--- src/rtl/fifo_rr_drain_ctrl_pkg.sv ---
// Shared definitions for the round-robin FIFO drain controller:
// default sizing, FIFO word width helper and the controller state encoding.
package fifo_rr_drain_ctrl_pkg;

    // Default element width and elements per FIFO word (match the FIFOs).
    localparam int BW_DEF       = 4;
    localparam int SIMD_DEF     = 1;

    // Default number of arbitrated FIFOs and width of the source index.
    localparam int NUM_FIFO_DEF = 4;
    localparam int ID_W_DEF     = 2;

    // Width of the exported state value.
    localparam int STATE_W      = 2;

    // Controller states; the numeric values are visible on the debug port.
    typedef enum logic [STATE_W-1:0] {
        ST_IDLE = 2'd0,
        ST_RUN  = 2'd1,
        ST_STOP = 2'd2
    } state_e;

    // Width of one FIFO output word: simd elements of bw bits each.
    function automatic int word_w(input int simd_n, input int bw_n);
        return simd_n * bw_n;
    endfunction

endpackage

--- src/rtl/fifo_rr_drain_ctrl_rr_arb.sv ---
// Combinational round-robin picker. The search starts one index past
// i_rr_last and wraps, so the most recently served requester has the
// lowest priority on the next pick.
module fifo_rr_drain_ctrl_rr_arb
    import fifo_rr_drain_ctrl_pkg::*;
#(
    parameter int NUM_FIFO = NUM_FIFO_DEF,
    parameter int ID_W     = ID_W_DEF
) (
    input  logic [NUM_FIFO-1:0] i_req,
    input  logic [ID_W-1:0]     i_rr_last,
    output logic [NUM_FIFO-1:0] o_gnt,
    output logic [ID_W-1:0]     o_gnt_idx,
    output logic                o_any
);

    int w_best;
    int w_pick;

    // Pick the requester with the smallest circular distance past i_rr_last.
    always_comb begin
        int v_dist;
        v_dist = 0;
        w_best = NUM_FIFO;
        w_pick = 0;
        for (int i = 0; i < NUM_FIFO; i++) begin
            v_dist = i - int'(i_rr_last) - 1;
            if (v_dist < 0) begin
                v_dist = v_dist + NUM_FIFO;
            end
            if (i_req[i] && (v_dist < w_best)) begin
                w_best = v_dist;
                w_pick = i;
            end
        end
    end

    // Turn the winning index into the one-hot grant and the summary flag.
    always_comb begin
        o_any     = (w_best < NUM_FIFO);
        o_gnt_idx = ID_W'(w_pick);
        o_gnt     = '0;
        for (int i = 0; i < NUM_FIFO; i++) begin
            o_gnt[i] = o_any && (w_pick == i);
        end
    end

endmodule

--- src/rtl/fifo_rr_drain_ctrl.sv ---
// Round-robin drain controller: reads NUM_FIFO FIFOs that share this clock
// into one registered valid/ready stream, tagging each word with its source.
//
// Output handshake: out_data/out_src are meaningful while out_valid=1; a word
// transfers on any rising clk edge where out_valid && out_ready, and while
// out_valid && !out_ready the word is held unchanged.
//
// The FIFO empty flag lags a read by one cycle, so a FIFO read in one cycle
// is blocked for the next cycle to avoid reading past its last word.
module fifo_rr_drain_ctrl
    import fifo_rr_drain_ctrl_pkg::*;
#(
    parameter int bw       = BW_DEF,
    parameter int simd     = SIMD_DEF,
    parameter int NUM_FIFO = NUM_FIFO_DEF,
    parameter int ID_W     = ID_W_DEF
) (
    input  logic                         clk,
    input  logic                         rst_n,
    input  logic                         en,
    input  logic [NUM_FIFO-1:0]          mask,
    input  logic [NUM_FIFO-1:0]          fifo_empty,
    input  logic [NUM_FIFO*simd*bw-1:0]  fifo_data,
    output logic [NUM_FIFO-1:0]          fifo_rd,
    output logic [simd*bw-1:0]           out_data,
    output logic [ID_W-1:0]              out_src,
    output logic                         out_valid,
    input  logic                         out_ready,
    output logic                         busy,
    output logic [15:0]                  xfer_cnt,
    output logic [STATE_W-1:0]           dbg_state
);

    localparam int WORD_W = word_w(simd, bw);

    // Registered state.
    state_e              r_state;
    logic [NUM_FIFO-1:0] r_blk;
    logic [ID_W-1:0]     r_rr_last;
    logic [WORD_W-1:0]   r_out_data;
    logic [ID_W-1:0]     r_out_src;
    logic                r_out_valid;
    logic [15:0]         r_xfer_cnt;

    // Combinational decisions for the current cycle.
    logic [NUM_FIFO-1:0] w_elig;
    logic [NUM_FIFO-1:0] w_gnt;
    logic [ID_W-1:0]     w_gnt_idx;
    logic                w_any;
    logic                w_can_load;
    logic                w_accept;
    logic                w_grant;
    logic [WORD_W-1:0]   w_sel_data;

    // A FIFO may be read when it has data, is enabled and was not just read.
    assign w_elig     = ~fifo_empty & mask & ~r_blk;
    assign w_can_load = !r_out_valid || out_ready;
    assign w_accept   = r_out_valid && out_ready;
    // Grants only in RUN with en still high; dropping en stops reads at once.
    assign w_grant    = (r_state == ST_RUN) && en && w_can_load && w_any;

    fifo_rr_drain_ctrl_rr_arb #(
        .NUM_FIFO (NUM_FIFO),
        .ID_W     (ID_W)
    ) u_rr_arb (
        .i_req     (w_elig),
        .i_rr_last (r_rr_last),
        .o_gnt     (w_gnt),
        .o_gnt_idx (w_gnt_idx),
        .o_any     (w_any)
    );

    // Route the granted FIFO's head word to the output register input.
    always_comb begin
        w_sel_data = '0;
        for (int i = 0; i < NUM_FIFO; i++) begin
            if (w_gnt[i]) begin
                w_sel_data = fifo_data[i*WORD_W +: WORD_W];
            end
        end
    end

    // Read strobe is the grant itself, issued in the same cycle as the pick.
    assign fifo_rd = w_grant ? w_gnt : '0;

    // Run/stop sequencing; STOP waits for the held word to leave.
    always_ff @(posedge clk or negedge rst_n) begin
        if (!rst_n) begin
            r_state <= ST_IDLE;
        end else begin
            case (r_state)
                ST_IDLE: begin
                    if (en) begin
                        r_state <= ST_RUN;
                    end
                end
                ST_RUN: begin
                    if (!en) begin
                        r_state <= ST_STOP;
                    end
                end
                ST_STOP: begin
                    if (en) begin
                        r_state <= ST_RUN;
                    end else if (!r_out_valid || out_ready) begin
                        r_state <= ST_IDLE;
                    end
                end
                default: begin
                    r_state <= ST_IDLE;
                end
            endcase
        end
    end

    // Block each FIFO for the single cycle after it was read.
    always_ff @(posedge clk or negedge rst_n) begin
        if (!rst_n) begin
            r_blk <= '0;
        end else begin
            r_blk <= fifo_rd;
        end
    end

    // Remember the last granted index; it holds when nothing is granted.
    always_ff @(posedge clk or negedge rst_n) begin
        if (!rst_n) begin
            r_rr_last <= ID_W'(NUM_FIFO - 1);
        end else if (w_grant) begin
            r_rr_last <= w_gnt_idx;
        end
    end

    // Output register: reload on grant, otherwise drain on accept.
    always_ff @(posedge clk or negedge rst_n) begin
        if (!rst_n) begin
            r_out_valid <= 1'b0;
            r_out_data  <= '0;
            r_out_src   <= '0;
        end else if (w_grant) begin
            r_out_valid <= 1'b1;
            r_out_data  <= w_sel_data;
            r_out_src   <= w_gnt_idx;
        end else if (w_accept) begin
            r_out_valid <= 1'b0;
        end
    end

    // Count accepted output words, wrapping at 16 bits.
    always_ff @(posedge clk or negedge rst_n) begin
        if (!rst_n) begin
            r_xfer_cnt <= '0;
        end else if (w_accept) begin
            r_xfer_cnt <= r_xfer_cnt + 16'd1;
        end
    end

    assign out_data  = r_out_data;
    assign out_src   = r_out_src;
    assign out_valid = r_out_valid;
    assign xfer_cnt  = r_xfer_cnt;
    assign busy      = (r_state != ST_IDLE);
    assign dbg_state = r_state;

endmodule

--- config.mk ---
export PLATFORM = sky130hd
export DESIGN_NAME = fifo_rr_drain_ctrl
export DESIGN_NICKNAME = d
export VERILOG_FILES = /design/src/rtl/fifo_rr_drain_ctrl_pkg.sv /design/src/rtl/fifo_rr_drain_ctrl_rr_arb.sv /design/src/rtl/fifo_rr_drain_ctrl.sv
export SDC_FILE = /design/constraint.sdc
export NUM_CORES = 1
export LEC_CHECK = 0
export CAP_MARGIN = 20
export CORE_UTILIZATION = 60
export CTS_CLUSTER_DIAMETER = 40
export DETAILED_ROUTE_END_ITERATION = 8
export DONT_BUFFER_PORTS = 1
export GPL_ROUTABILITY_DRIVEN = 0
export PLACE_DENSITY = 0.85
export SETUP_SLACK_MARGIN = 0.15
export SLEW_MARGIN = 20
export SYNTH_ARGS = -nofsm -noshare
export SYNTH_HDL_FRONTEND = slang
export SYNTH_SLANG_ARGS = --single-unit
--- constraint.sdc ---
create_clock -name clk -period 20.3 [get_ports clk]
set_input_delay 4.06 -clock clk [delete_from_list [all_inputs] [get_ports clk]]
set_output_delay 4.06 -clock clk [all_outputs]
set_load 0.005 [all_outputs]
==> impl_summary.log <==
INFO  metric netlist_top_cells_area = sky130_fd_sc_hd__ha_1 32%, sky130_fd_sc_hd__dfrtp_1 19%, sky130_fd_sc_hd__a21oi_1 3.9%
INFO  metric max_clock_freq = 0.06958 GHz
INFO  metric critical_path.top_delay_family = compound AO/OA/AOI/OAI gates
INFO  metric cts.hold.buffers_added = 0
INFO  metric rows = 28
INFO  metric actual_transition_at_the_worst_max_transition_pin = a little under 0.8 ns
INFO  metric dr_total_vias = roughly 3300
INFO  metric finalCriticalPeriod = 14.37 ns
INFO  metric start_kind = primary input
INFO  metric cap_viol_max_count = 0
INFO  metric yosys_warnings = 0
INFO  metric worstSetupPathType = primary input to output pin
INFO  metric r2r.worst_path.cells = 27
INFO  metric path_depth = 28
INFO  metric cts-root-to-sink-buffers = 2
INFO  metric slowest_delay = 0.48 ns
INFO  metric tritoncts = yes
INFO  metric synth-edff-count = 0
INFO  metric final_layout_size_suffix_gt1_share = roughly 4.7%
INFO  metric clock-sinks = 31
INFO  metric postSynthAreaPerCell = roughly 8.9 um2
INFO  metric detailed_place_hpwl = between 7000 and 8000 um
INFO  metric die_h = just over 80 um
INFO  metric sum_of_routed_wire_length_over_all_layers = slightly below 9000 um
INFO  metric r2r-start = r_rr_last[0]
INFO  metric clock_latency_on_the_worst_skew_pair = approximately 0.29 ns
INFO  metric p_leak = 2.028 nW
INFO  metric clock-root-buffer = sky130_fd_sc_hd__clkbuf_8
INFO  metric worst_slew_margin_rel = around 48%
INFO  metric drc_errors = 0
INFO  metric grt_pass1_vias = 3095
INFO  metric final.setup_skew = around 0.014 ns
INFO  metric drv_slew = 0
INFO  metric htreeDepth = 2
INFO  metric asyncSetResetFlopFracSynth = 100.0%
INFO  metric finalNetCount = 597
INFO  metric min-delay-start = xfer_cnt[15]
INFO  metric crit_path_top_cell_by_count = sky130_fd_sc_hd__ha_1
INFO  metric setup_violations = 0
INFO  metric fillerInstances = 480
INFO  metric clk_pin_slew = approximately 0.070 ns
INFO  metric drt_first_iter_violations = about 210
INFO  metric start_util = a little under two thirds
INFO  metric ys_types = slightly above 60
INFO  metric maximum_number_of_pins_on_one_net_before_global_route_repair = 32
INFO  metric r2r_setup_slack = 12.89 ns
INFO  metric maximum_vdd_drop = roughly 0.000099 V
INFO  metric grt.overflow.total = 0
INFO  metric rsz0062_at_grt = false
INFO  metric synth_top_area_share = between 30% and 40%
INFO  metric crit-reg2reg-capture = out_data[3]
INFO  metric final_core_util = between 60% and 70%
INFO  metric postRouteAntennaNets = 0
INFO  metric wl_per_cell = between 15 and 20 um
INFO  metric fin_setup_tns = 0 ns
INFO  metric antenna_found_initial = 0
INFO  metric cts_resized = 0
INFO  metric die-area = 6713 um2
INFO  metric critical_path.endpoint_type = output pin
INFO  metric top_level_ports = 58
INFO  metric synth.largest_area_cell = sky130_fd_sc_hd__ha_1
INFO  metric timing.critical_path.fanout_max = 21
INFO  metric timing.critical_path.required = 16.24 ns
INFO  metric globalRouteTotalUtil = between 20% and 30%
INFO  metric worst_hold_path.num_cells = 1
INFO  metric holdCritPathClass = flop to flop
INFO  metric antenna-diode-count = 0
INFO  metric synth_area = about 3800 um2
INFO  metric p_per_area = 147.0 nW/um2
INFO  metric endpoint = fifo_rd[2]
INFO  metric seqCellArea = between 700 and 800 um2
INFO  metric cts_setup_buffers = 0
INFO  metric finalHoldViolations = 0
INFO  metric grt_first_pass_wirelength = between 10000 and 15000 um
INFO  metric cts_buffers = 5
INFO  metric chipWidth = ~82 um
INFO  metric cp-startpoint = fifo_empty[0]
INFO  metric count_of_state_elements_after_synthesis = 31
INFO  metric crit_path_top_delay_cell = sky130_fd_sc_hd__nor3b_1
INFO  metric timing.final.crit_share = 70.80%
INFO  metric drt_pass1_iterations = 5
INFO  metric port-buffer-count = 0
INFO  metric syn2layout_area_growth = 8.192%
INFO  metric core = 6026 um2
INFO  metric top_reg_cell_synth = sky130_fd_sc_hd__dfrtp_1
INFO  metric via_density_per_instance = a little over 6
INFO  metric timing.critical_path.buf_inv = 2
INFO  metric post_synth_inst_count = about 430
INFO  metric fraction_of_the_yosys_area_taken_by_sequential_cells = ~20%
INFO  metric critical_path_arrival = between 10 and 15 ns
INFO  metric status = finished clean
INFO  metric multi_input_comb_area = 3069 um2
-- cells by family (layout without fill, tap and decap cells) --
logic type / count (synthesis) / after routing / synth area share (%)
multiplexers: 2 / 2 / 0.5548
AND/OR/NAND/NOR: 153 / 153 / 21.12
adder cells (fa/ha/maj): 100 / 100 / 33.03
AO/OA/AOI/OAI: 98 / 98 / 17.56
buffers and inverters: 30 / 31 / 3.166
XOR/XNOR: 17 / 17 / 4.080
other: 2 / 38 / 0.1959
flip-flops: 31 / 31 / 20.30
-- how the worst min path moves through the flow --
stage              endpoint  slack, ns
5_1_grt         xfer_cnt[7]       0.53
4_1_cts        xfer_cnt[15]       0.51
3_5_place_dp   xfer_cnt[15]       0.50
3_3_place_gp   xfer_cnt[15]       0.49
2_1_floorplan  xfer_cnt[15]       0.47
6_report       xfer_cnt[15]       0.51
-- power by group --
part           internal (W)  switching (W)
clock network     0.0000365      0.0000248
registers         0.0000760      0.0000159
logic              0.000185       0.000272
-- registers in the layout, summed over array words and instances (netlist names) --
signal / count
r_rr_last: 2
r_blk: 4
xfer_cnt: 16
out_src: 2
out_data: 4
out_valid: 1
dbg_state: 2
-- cell usage after synthesis (4+ instances only) --
cell type                  instances
sky130_fd_sc_hd__a211oi_1          5
sky130_fd_sc_hd__and3_1            4
sky130_fd_sc_hd__ha_1             98
sky130_fd_sc_hd__xnor2_1          11
sky130_fd_sc_hd__nand2b_1          7
sky130_fd_sc_hd__inv_1            21
sky130_fd_sc_hd__nor4_1            8
sky130_fd_sc_hd__nand2_1          40
sky130_fd_sc_hd__nor3b_1           4
sky130_fd_sc_hd__o21ai_0          11
sky130_fd_sc_hd__xor2_1            5
sky130_fd_sc_hd__and2_1            8
sky130_fd_sc_hd__nand4_1          15
sky130_fd_sc_hd__a31oi_1          12
sky130_fd_sc_hd__a21oi_1          30
sky130_fd_sc_hd__nor2_1           25
sky130_fd_sc_hd__a221o_1           5
sky130_fd_sc_hd__clkbuf_1          6
sky130_fd_sc_hd__a21o_1            7
sky130_fd_sc_hd__nor3_1            4
sky130_fd_sc_hd__dfrtp_1          29
sky130_fd_sc_hd__nor2b_1           7
sky130_fd_sc_hd__nand3_1          17
-- final cells by class --
type / instances / area share (%)
clock buffers: 5 / 1.659
clock inverters: 3 / 1.056
inverters: 21 / 1.900
multi-input cells: 408 / 74.00
flip-flops and latches: 31 / 18.76
well taps: 75 / 2.262
repair buffers: 2 / 0.3620
-- cell usage in the layout (no fill, tap or decap), types with 4 or more instances in the layout --
cell,count
sky130_fd_sc_hd__a211oi_1,5
sky130_fd_sc_hd__a21o_1,7
sky130_fd_sc_hd__a21oi_1,30
sky130_fd_sc_hd__a221o_1,5
sky130_fd_sc_hd__a31oi_1,12
sky130_fd_sc_hd__and2_1,8
sky130_fd_sc_hd__and3_1,4
sky130_fd_sc_hd__clkbuf_8,5
sky130_fd_sc_hd__conb_1,38
sky130_fd_sc_hd__dfrtp_1,29
sky130_fd_sc_hd__ha_1,98
sky130_fd_sc_hd__inv_1,21
sky130_fd_sc_hd__nand2_1,40
sky130_fd_sc_hd__nand2b_1,7
sky130_fd_sc_hd__nand3_1,17
sky130_fd_sc_hd__nand4_1,15
sky130_fd_sc_hd__nor2_1,25
sky130_fd_sc_hd__nor2b_1,7
sky130_fd_sc_hd__nor3_1,4
sky130_fd_sc_hd__nor3b_1,4
sky130_fd_sc_hd__nor4_1,8
sky130_fd_sc_hd__o21ai_0,11
sky130_fd_sc_hd__xnor2_1,11
sky130_fd_sc_hd__xor2_1,5
-- through the flow --
stage                     hold WS, ns  cells  total power (W)  setup slack (ns)  instance area, um2
final                          0.5114    545        0.0006096             5.928                4148
after global routing           0.5301    545        0.0006674             5.433                4148
after CTS                      0.5118    545        0.0005975             6.045                4148
after detailed placement       0.5016    537        0.0005339             6.064                4035
after global placement         0.4921    537        0.0005112             6.391                4035
after floorplan                0.4682    469        0.0004414             5.931                3969
-- routing by layer --
metal,GRT usage (%),vias to the layer above,routed length (um)
met5,0,-,0
met4,7.719,0,103
met3,3.778,12,477
met2,44.13,125,4251
met1,33.99,1593,3905
li1,-,1611,-
-- worst register-to-register path: stages, from the launching register on --
cell	delay, ns
sky130_fd_sc_hd__dfstp_2	0.63
sky130_fd_sc_hd__ha_1	0.18
sky130_fd_sc_hd__and2_1	0.64
sky130_fd_sc_hd__ha_1	0.39
sky130_fd_sc_hd__a21oi_1	0.14
sky130_fd_sc_hd__o21ai_0	0.13
sky130_fd_sc_hd__or3_1	0.36
sky130_fd_sc_hd__a221o_1	0.34
sky130_fd_sc_hd__a21oi_4	0.21
sky130_fd_sc_hd__mux2i_1	0.09
sky130_fd_sc_hd__buf_4	0.19
sky130_fd_sc_hd__a21oi_1	0.41
sky130_fd_sc_hd__ha_1	0.35
sky130_fd_sc_hd__a2111oi_0	0.38
sky130_fd_sc_hd__o21ai_0	0.15
sky130_fd_sc_hd__nand3b_1	0.11
sky130_fd_sc_hd__a31oi_1	0.08
sky130_fd_sc_hd__a211oi_1	0.41
sky130_fd_sc_hd__o2111ai_1	0.17
sky130_fd_sc_hd__o211a_2	0.28
sky130_fd_sc_hd__nand2_1	0.11
sky130_fd_sc_hd__o21ai_0	0.08
sky130_fd_sc_hd__ha_1	0.31
sky130_fd_sc_hd__a21o_1	0.18
sky130_fd_sc_hd__a31oi_1	0.18
sky130_fd_sc_hd__o21ba_1	0.21
sky130_fd_sc_hd__nor4b_4	0.39
sky130_fd_sc_hd__a221o_1	0.22
No activity file was read; power rests on OpenSTA's default activity.
